File: config.mk
export PLATFORM = sky130hd
export DESIGN_NAME = i3c_bus_tx_arbiter
export DESIGN_NICKNAME = d
export VERILOG_FILES = /design/src/rtl/controller_pkg.sv /design/src/rtl/i3c_arb_picker.sv /design/src/rtl/i3c_bus_tx_arbiter.sv
export SDC_FILE = /design/constraint.sdc
export NUM_CORES = 1
export LEC_CHECK = 0
export CAP_MARGIN = 15
export CELL_PAD_IN_SITES_DETAIL_PLACEMENT = 1
export CELL_PAD_IN_SITES_GLOBAL_PLACEMENT = 1
export CORE_MARGIN = 10
export CORE_UTILIZATION = 34
export DETAILED_ROUTE_END_ITERATION = 8
export GPL_ROUTABILITY_DRIVEN = 0
export PLACE_DENSITY_LB_ADDON = 0.1
export SKIP_LAST_GASP = 1
export SLEW_MARGIN = 10
export SYNTH_ARGS = -nofsm -noshare
export SYNTH_HDL_FRONTEND = slang
export SYNTH_SLANG_ARGS = --single-unit
export TNS_END_PERCENT = 5
File: constraint.sdc
create_clock -name clk_i -period 3.6 [get_ports clk_i]
set_input_delay 1.08 -clock clk_i [delete_from_list [all_inputs] [get_ports clk_i]]
set_output_delay 1.08 -clock clk_i [all_outputs]
set_load 0.1 [all_outputs]
File: src/rtl/controller_pkg.sv
// Shared types and constants for the target controller TX arbitration path.
package controller_pkg;

  typedef enum logic {
    IDLE = 1'b0,
    WAIT = 1'b1
  } tx_arb_state_e;

  typedef enum logic {
    TX_BIT  = 1'b0,
    TX_BYTE = 1'b1
  } tx_kind_e;

  localparam int unsigned ReqTarget  = 0;
  localparam int unsigned ReqIbi     = 1;
  localparam int unsigned ReqHotJoin = 2;
  localparam int unsigned ReqCcc     = 3;

  // Index width that stays legal for a single requester.
  function automatic int unsigned idx_width(input int unsigned n);
    return (n > 1) ? $clog2(n) : 1;
  endfunction

endpackage

File: src/rtl/i3c_arb_picker.sv
// Combinational winner select: first requester at or after ptr, wrapping.
// With ptr tied to zero this is plain fixed priority, index 0 highest.
module i3c_arb_picker #(
  parameter int unsigned NumReq   = 4,
  parameter int unsigned IdxWidth = 2
) (
  input  logic [NumReq-1:0]   req,
  input  logic [IdxWidth-1:0] ptr,
  output logic [NumReq-1:0]   grant_c,
  output logic [IdxWidth-1:0] idx_c,
  output logic                valid_c
);

  int unsigned pos;

  always_comb begin
    grant_c = '0;
    idx_c   = '0;
    valid_c = 1'b0;
    pos     = 0;
    for (int unsigned k = 0; k < NumReq; k++) begin
      pos = 32'(ptr) + k;
      if (pos >= NumReq) pos = pos - NumReq;
      if (!valid_c && req[pos]) begin
        valid_c      = 1'b1;
        idx_c        = IdxWidth'(pos);
        grant_c[pos] = 1'b1;
      end
    end
  end

endmodule

File: src/rtl/i3c_bus_tx_arbiter.sv
// Shares the bus TX engine among the target FSM family, one grant at a time.
// Define I3C_TX_ARB_RR_EN for round-robin arbitration; default is fixed priority.
module i3c_bus_tx_arbiter
  import controller_pkg::*;
#(
  parameter int unsigned NumReq       = 4,
  parameter int unsigned TxDataWidth  = 8,
  parameter int unsigned TimeoutWidth = 16
) (
  input  logic                          clk_i,
  input  logic                          rst_i,
  input  logic [NumReq-1:0]             req_byte_i,
  input  logic [NumReq-1:0]             req_bit_i,
  input  logic [NumReq*TxDataWidth-1:0] req_value_i,
  input  logic [NumReq-1:0]             lock_i,
  output logic [NumReq-1:0]             grant_o,
  output logic [NumReq-1:0]             done_o,
  output logic [NumReq-1:0]             err_o,
  output logic                          bus_tx_req_byte_o,
  output logic                          bus_tx_req_bit_o,
  output logic [TxDataWidth-1:0]        bus_tx_req_value_o,
  input  logic                          bus_tx_done_i,
  input  logic                          bus_tx_req_err_i,
  input  logic                          bus_tx_idle_i,
  input  logic                          bus_stop_det_i,
  input  logic [TimeoutWidth-1:0]       timeout_limit_i,
  output logic                          timeout_o
);

  localparam int unsigned IdxWidth = idx_width(NumReq);

  tx_arb_state_e           state_q, state_d;
  tx_kind_e                kind;
  logic [IdxWidth-1:0]     owner_q, owner_d;
  logic                    sticky_q, sticky_d;
  logic [TimeoutWidth-1:0] cnt_q, cnt_d;
  logic [IdxWidth-1:0]     ptr_q;

  logic [NumReq-1:0]       grant_d, done_d, err_d;
  logic                    byte_d, bit_d, timeout_d;
  logic [TxDataWidth-1:0]  value_d;

  logic [NumReq-1:0]       req_any, cand;
  logic [NumReq-1:0]       pick_grant;
  logic [IdxWidth-1:0]     pick_idx;
  logic                    pick_valid;
  logic                    exit_wait;

  logic [TxDataWidth-1:0]  req_value [NumReq];

  for (genvar i = 0; i < NumReq; i++) begin : g_value
    assign req_value[i] = req_value_i[i*TxDataWidth +: TxDataWidth];
  end

  assign req_any = req_byte_i | req_bit_i;

  // A sticky owner is the only candidate until it releases the lock.
  always_comb begin
    cand = req_any;
    if (sticky_q) cand = req_any & (NumReq'(1) << owner_q);
  end

`ifdef I3C_TX_ARB_RR_EN
  logic [IdxWidth-1:0] ptr_d;

  always_ff @(posedge clk_i) begin
    if (rst_i) ptr_q <= '0;
    else       ptr_q <= ptr_d;
  end

  always_comb begin
    ptr_d = ptr_q;
    if (exit_wait) begin
      ptr_d = (owner_q == IdxWidth'(NumReq - 1)) ? '0 : owner_q + IdxWidth'(1);
    end
  end
`else
  assign ptr_q = '0;
`endif

  i3c_arb_picker #(
    .NumReq   (NumReq),
    .IdxWidth (IdxWidth)
  ) u_picker (
    .req     (cand),
    .ptr     (ptr_q),
    .grant_c (pick_grant),
    .idx_c   (pick_idx),
    .valid_c (pick_valid)
  );

  always_ff @(posedge clk_i) begin
    if (rst_i) begin
      state_q            <= IDLE;
      owner_q            <= '0;
      sticky_q           <= 1'b0;
      cnt_q              <= '0;
      grant_o            <= '0;
      done_o             <= '0;
      err_o              <= '0;
      bus_tx_req_byte_o  <= 1'b0;
      bus_tx_req_bit_o   <= 1'b0;
      bus_tx_req_value_o <= '0;
      timeout_o          <= 1'b0;
    end else begin
      state_q            <= state_d;
      owner_q            <= owner_d;
      sticky_q           <= sticky_d;
      cnt_q              <= cnt_d;
      grant_o            <= grant_d;
      done_o             <= done_d;
      err_o              <= err_d;
      bus_tx_req_byte_o  <= byte_d;
      bus_tx_req_bit_o   <= bit_d;
      bus_tx_req_value_o <= value_d;
      timeout_o          <= timeout_d;
    end
  end

  // Next state, latched transfer and completion routing.
  always_comb begin
    state_d   = state_q;
    owner_d   = owner_q;
    sticky_d  = sticky_q;
    cnt_d     = cnt_q;
    grant_d   = grant_o;
    byte_d    = bus_tx_req_byte_o;
    bit_d     = bus_tx_req_bit_o;
    value_d   = bus_tx_req_value_o;
    done_d    = '0;
    err_d     = '0;
    timeout_d = 1'b0;
    kind      = TX_BIT;
    exit_wait = 1'b0;

    case (state_q)
      IDLE: begin
        if (sticky_q && !req_any[owner_q] && !lock_i[owner_q]) sticky_d = 1'b0;
        if (bus_tx_idle_i && pick_valid) begin
          kind    = req_byte_i[pick_idx] ? TX_BYTE : TX_BIT;
          state_d = WAIT;
          owner_d = pick_idx;
          grant_d = pick_grant;
          byte_d  = (kind == TX_BYTE);
          bit_d   = (kind == TX_BIT);
          value_d = req_value[pick_idx];
          cnt_d   = '0;
        end
      end

      WAIT: begin
        cnt_d = cnt_q + TimeoutWidth'(1);
        if (bus_tx_req_err_i) begin
          err_d[owner_q] = 1'b1;
          sticky_d       = lock_i[owner_q];
          exit_wait      = 1'b1;
        end else if (bus_tx_done_i) begin
          done_d[owner_q] = 1'b1;
          sticky_d        = lock_i[owner_q];
          exit_wait       = 1'b1;
        end else if (bus_stop_det_i) begin
          err_d[owner_q] = 1'b1;
          sticky_d       = 1'b0;
          exit_wait      = 1'b1;
        end else if (timeout_limit_i != '0 && cnt_q == timeout_limit_i) begin
          err_d[owner_q] = 1'b1;
          timeout_d      = 1'b1;
          sticky_d       = 1'b0;
          exit_wait      = 1'b1;
        end
        if (exit_wait) begin
          state_d = IDLE;
          grant_d = '0;
          byte_d  = 1'b0;
          bit_d   = 1'b0;
          value_d = '0;
        end
      end

      default: state_d = IDLE;
    endcase
  end

endmodule
# ---- After elaboration in Yosys (flattened, before gate mapping)
# Cells that the tools add are included.
dict set report word_totals {
  reg_bits 43
  input_bits 66
  elab_cells 103
}
dict set report classes {
  add_sub_neg 1
  magnitude_cmp 4
  eq_ne 5
  shift 1
  mux 55
  bitwise_logic 6
  n_reduce_logical 20
}
# cell n
set op_table {}
lappend op_table {{$mux W4} 8}
lappend op_table {{$mux W8} 4}
lappend op_table {{$pmux W16 S2} 1}
lappend op_table {{$mux W1} 26}
lappend op_table {{$add A16 B1 Y16 const B} 1}
lappend op_table {{$bmux W8 S2} 1}
lappend op_table {{$eq A16 B16 Y1} 1}
lappend op_table {{$mux W16} 1}
lappend op_table {{$pmux W8 S2} 1}
lappend op_table {{$reduce_bool A16 Y1} 1}
lappend op_table {{$logic_and A1 B1 Y1} 8}
lappend op_table {{$pmux W1 S2} 4}
lappend op_table {{$pmux W4 S2} 1}
lappend op_table {{$bmux W1 S2} 3}
lappend op_table {{$lt A2 B3 Y1 const B} 2}
lappend op_table {{$mux W2} 3}
lappend op_table {{$reduce_and A2 Y1} 3}
lappend op_table {{$logic_not A1 Y1} 5}
lappend op_table {{$ne A5 B4 Y1 const B} 1}
lappend op_table {{$reduce_or A5 Y1} 1}
lappend op_table {{$and A4 B4 Y4} 1}
lappend op_table {{$ne A2 B2 Y1 const B} 2}
lappend op_table {{$or A4 B4 Y4} 1}
lappend op_table {{$reduce_or A4 Y1} 1}
lappend op_table {{9 further kinds} 11}

# ---- Longest topological paths before layout
dict set report depth {
  word_depth 19
  mapped_depth 8
  mapped_depth_nobuf 7
}

# ---- By module
# Synthesis repeated with hierarchy kept, for this count alone.
dict set report unflattened {
  hier_cells 306
  area_unflattened_um2 2829.0
}
# module n_inst cells_each area_each_um2 seq_area_each_um2
set by_module_without_submodules {}
lappend by_module_without_submodules {i3c_bus_tx_arbiter 1 258 2369.8 860.8}
lappend by_module_without_submodules {i3c_arb_picker 1 48 459.2 0.0}

# ---- Least setup slack after synthesis
# OpenSTA, ideal clock, no wires.
dict set report synth_path {
  path_type {input-to-reg}
  from {input port req_bit_i[1]}
  to {register bus_tx_req_bit_o}
  setup_ns 0.088
  t_arrival_ns 2.400
  path_slack_ns 1.112
  cell_stages 7
  cell_sequence {nor2_1 -> a21oi_2 -> or4_4 -> a21oi_4 -> a32oi_2 -> buf_6 -> o32ai_2}
}
dict set report synth_between {
  elab_chain_cells 17
  elab_cells_between_ends 23
  cone_classes {eq/ne (1); mux (12); bitwise (3); reduce/logical (7)}
}
# item line
set synth_lines {}
lappend synth_lines {{start, declared} i3c_bus_tx_arbiter.sv:13} ;# input logic [NumReq-1:0] req_bit_i,
lappend synth_lines {{$or A4 B4 Y4 (*)} i3c_bus_tx_arbiter.sv:55} ;# assign req_any = req_byte_i | req_bit_i;
lappend synth_lines {{$and A4 B4 Y4} i3c_bus_tx_arbiter.sv:60} ;# if (sticky_q) cand = req_any & (NumReq'(1) << owner_q);
lappend synth_lines {{$mux W4 (*)} i3c_bus_tx_arbiter.sv:60}
lappend synth_lines {{$logic_and A1 B1 Y1 (*)} i3c_arb_picker.sv:24} ;# if (!valid_c && req[pos]) begin
lappend synth_lines {{$mux W1} i3c_arb_picker.sv:24}
lappend synth_lines {{$logic_not A1 Y1} i3c_arb_picker.sv:24}
lappend synth_lines {{$logic_and A1 B1 Y1} i3c_arb_picker.sv:24}
lappend synth_lines {{$mux W1} i3c_arb_picker.sv:24}
lappend synth_lines {{$logic_not A1 Y1} i3c_arb_picker.sv:24}
lappend synth_lines {{$logic_and A1 B1 Y1} i3c_arb_picker.sv:24}
lappend synth_lines {{$mux W2} i3c_arb_picker.sv:24}
lappend synth_lines {{$bmux W1 S2} i3c_bus_tx_arbiter.sv:140} ;# kind = req_byte_i[pick_idx] ? TX_BYTE : TX_BIT;
lappend synth_lines {{$mux W1 (implied by the code)} i3c_bus_tx_arbiter.sv:140}
lappend synth_lines {{$mux W1} i3c_bus_tx_arbiter.sv:140}
lappend synth_lines {{$not A1 Y1} i3c_bus_tx_arbiter.sv:145} ;# bit_d = (kind == TX_BIT);
lappend synth_lines {{$mux W1} i3c_bus_tx_arbiter.sv:139} ;# if (bus_tx_idle_i && pick_valid) begin
lappend synth_lines {{$pmux W1 S2} i3c_bus_tx_arbiter.sv:136} ;# case (state_q)
lappend synth_lines {{end signal, assigned} i3c_bus_tx_arbiter.sv:114} ;# bus_tx_req_bit_o <= bit_d;
lappend synth_lines {{end, declared} i3c_bus_tx_arbiter.sv:20} ;# output logic bus_tx_req_bit_o,
# Every way passes the cells marked *; elsewhere a longest branch is shown, timed or not. The select of a mux whose other input is x is not followed.
# A chain may end at the register's enable or synchronous reset.

# ---- Final worst setup path
dict set report layout_path {
  from {input port timeout_limit_i[7]}
  to {register bus_tx_req_bit_o}
}
dict set report layout_between {
  elab_chain_cells 9
  elab_cells_between_ends 10
  cone_classes {eq/ne (2); mux (5); reduce/logical (3)}
}
# item line
set layout_lines {}
lappend layout_lines {{start, declared} i3c_bus_tx_arbiter.sv:26} ;# input logic [TimeoutWidth-1:0] timeout_limit_i,
lappend layout_lines {{$eq A16 B16 Y1 / $reduce_bool A16 Y1 (equally long branches)} i3c_bus_tx_arbiter.sv:165} ;# end else if (timeout_limit_i != '0 && cnt_q == timeout_limit_i) begin
lappend layout_lines {{$logic_and A1 B1 Y1 (*)} i3c_bus_tx_arbiter.sv:165}
lappend layout_lines {{$mux W1 (*)} i3c_bus_tx_arbiter.sv:165}
lappend layout_lines {{$mux W1 (*)} i3c_bus_tx_arbiter.sv:161} ;# end else if (bus_stop_det_i) begin
lappend layout_lines {{$mux W1 (*)} i3c_bus_tx_arbiter.sv:157} ;# end else if (bus_tx_done_i) begin
lappend layout_lines {{$mux W1 (*)} i3c_bus_tx_arbiter.sv:153} ;# if (bus_tx_req_err_i) begin
lappend layout_lines {{$mux W1 (*)} i3c_bus_tx_arbiter.sv:136}
lappend layout_lines {{$ne A2 B1 Y1 (no line) (*)} --}
lappend layout_lines {{$reduce_and A2 Y1 (no line) (*)} --}
# Marks and branches as above.

==> impl_metrics.csv <==
group,metric,value,unit
placement,io_buffers,88,
die,die_y,104,um
cts,clock-sinks,43,
routing,drc_errors,0,
synthesis,ys.flop_type,"dfxtp_1",
timing,relSlewSlack,40.9,%
routing,wire_per_inst,18.0,um
synthesis,netlist_area,2390,um2
cts,cts.clk_slew.worst_paths,80,ps
timing,hold_slack,463,ps
timing,hold_viol,0,
finish,drive_gt1_share,16.1,%
finish,fin_nets,433,
worst_setup_path,crit_family,"compound AO/OA/AOI/OAI gates",
routing,vias,2435,
cts,cts_inserted_buffers,5,
synthesis,syn_nets,343,
die,die_w,104,um
worst_setup_path,cp_max_fo,11,
global_routing,antenna_found_initial,0,
die,io-pin-count,89,
die,start_util,35.1,%
cts,cts_root_buf,"clkbuf_8",
timing,min_period,3060,ps
placement,post_dp_cell_area,3290,um2
finish,layout-area-overhead-vs-synth,43.0,%
timing,period_share,85.1,%
timing,slew_viol_final,0,
cts,cts_buffer_depth,2,
synthesis,synth_area_per_cell,8.65,um2
job,maxCapViolations,0,
die,rows,30,
placement,pre_cts_ws,271,ps
die,dieArea,10800,um2
timing,setup_slack,537,ps
worst_setup_path,cp_num_buf_inv,1,
placement,dp_hpwl,6560,um
synthesis,synthCells,276,
finish,n_antenna_cell,0,
pwr,p_leak,1.20,nW
cts,cts_tree,"built",
timing,finalSetupViolCount,0,
synthesis,synth_largest_area_cell,"dfxtp_1",
worst_setup_path,timing.critical_path.from_type,"input pin",
timing,clock_skew,6.00,ps
worst_setup_path,path_cells,"clkdlybuf4s50_1, xnor2_1, nand2_1, nor4_1, nand3_1, a32oi_2, o32ai_2",
cts,ctsResizeCount,0,
pwr,power.density,350,nW/um2
placement,dp_cells,455,
synthesis,synth_area_leaders,"dfxtp_1 36%, xnor2_1 6.2%, nor2_1 5.0%, mux2_2 3.8%, nand2_1 3.6%",
finish,final_util,50.2,%
pwr,peakVddDrop,0.152,mV
routing,final_antenna_net_count,0,
synthesis,ys_warn_count,0,
routing,dr.pass1.iters,4,
synthesis,ys_seq_elements,43,
global_routing,grt_pass1_wl,13500,um
worst_setup_path,cp-end-kind,"flip-flop",
routing,drt_iter0_markers,104,
synthesis,async_reset_ff_share,0,%
cts,hold_buffers,0,
worst_hold_path,hold_path.class,"reg -> reg",
synthesis,seq_area_frac_synth,36.1,%
outcome,status,"complete, no violations",
cts,clk_latency,290,ps
timing,grt_setup_unrepaired,"false",
timing,fmax,327,MHz
global_routing,first_global_vias,2571,
worst_setup_path,critical_path_class,"in -> reg",
timing,setup_tns,0,ps
synthesis,ys_types,58,
global_routing,grt_overflow,0,
synthesis,synth_top_area_share,36.1,%
worst_setup_path,crit_arrival,3210,ps
finish,finalInstanceArea,3410,um2
synthesis,synth_edf_count,0,
cts,post_cts.repair.setup_buffers,0,
routing,route.final.wire_length,8340,um
cts,htree_levels,2,
global_routing,grt_max_degree,25,
worst_setup_path,cpPeakStageDelay,680,ps
die,core,6790,um2
worst_setup_path,cp_slowest_cell,"a32oi_2",
timing,tightest_slew,879,ps
worst_setup_path,regToRegSetupSlack,1130,ps
pwr,total_power,1.20,mW
routing,via_per_inst,5.26,
finish,instances_no_fill,463,
global_routing,grt_usage,15.2,%
worst_setup_path,crit_required,3750,ps
## power breakdown
part	switching (mW)	total [mW]	internal (mW)
logic	0.166	0.291	0.126
clock network	0.173	0.398	0.225
registers	0.0177	0.507	0.489
## tightest hold or removal path: stages (launching register included)
cell and delay (ps):
dfxtp_1 310, inv_1 50, o21ai_1 60
## layer usage
metal | wire [um] | vias to the layer above | GRT usage, % | share of wire, %
met5 | 0 | - | 0 | 0
met4 | 114 | 0 | 4.77 | 1.4
met3 | 248 | 7 | 2.97 | 3.0
met2 | 4230 | 50 | 26.0 | 51
met1 | 3750 | 1180 | 18.5 | 45
li1 | - | 1198 | - | -
## final timing paths
path	cells past startpoint	from	endpoint
hold reg to reg	2	bus_tx_req_value_o[6]$_SDFFE_PP0P_	bus_tx_req_value_o[6]$_SDFFE_PP0P_
hold / removal	2	bus_tx_req_value_o[6]$_SDFFE_PP0P_	bus_tx_req_value_o[6]$_SDFFE_PP0P_
setup / recovery	7	timeout_limit_i[7]	bus_tx_req_bit_o$_SDFFE_PP0P_
setup reg to reg	6	owner_q[0]$_SDFFE_PP0P_	bus_tx_req_bit_o$_SDFFE_PP0P_
## state kept, by name, summed over array words and instances, names as in the netlist
name,cells
bus_tx_req_byte_o,1
bus_tx_req_value_o,8
grant_o,4
state_q,1
cnt_q,16
owner_q,2
timeout_o,1
bus_tx_req_bit_o,1
sticky_q,1
err_o,4
done_o,4
## cells in the mapped netlist (3+ instances only)
| library cell | instances |
|---|---|
| a21oi_1 | 15 |
| nand4_1 | 7 |
| nand2b_1 | 3 |
| o21ai_2 | 3 |
| xnor2_1 | 17 |
| nand2_1 | 23 |
| nor3_1 | 11 |
| dfxtp_1 | 43 |
| nor2_1 | 32 |
| o211ai_1 | 4 |
| nor2b_1 | 3 |
| mux2_2 | 8 |
| a211oi_1 | 4 |
| o21ai_0 | 3 |
| o21ai_1 | 7 |
| buf_6 | 3 |
| a222oi_1 | 8 |
| inv_1 | 14 |
| o21a_1 | 4 |
| nand3_1 | 11 |
| nor4_1 | 5 |
| clkbuf_1 | 3 |
## placed cells by master, fill, tap and decap left out, types with 3 or more instances in the layout
master and n:
inv_1 14, dfxtp_1 43, nand2_1 23, nor4_1 5, o21a_1 4, clkdlybuf4s50_1 65
nor3_1 11, a21oi_1 15, o211ai_1 4, clkbuf_8 6, buf_4 27, xnor2_1 17
o21ai_1 7, o21ai_0 3, o21ai_2 3, a222oi_1 8, nand4_1 7, nor2b_1 3
a211oi_1 4, nand2b_1 3, nand3_1 11, nor2_1 32, mux2_2 8
## logic make-up after synthesis
logic type	Yosys count	synth area share [%]
XOR/XNOR	19	6.97
flip-flops	43	36.1
AND/OR/NAND/NOR	110	22.9
buffers and inverters	23	4.93
adder cells (fa/ha/maj)	1	0.524
AO/OA/AOI/OAI	69	22.9
multiplexers	11	5.77
## final cells by class
class / instances / area (um2)
fillers: 820 / 3380
inverters: 14 / 52.6
flip-flops and latches: 43 / 861
well taps: 96 / 120
multi-input cells: 210 / 1410
clock inverters: 2 / 35.0
clock buffers: 6 / 82.6
repair buffers: 92 / 853
Power figures use the tool's default switching activity.
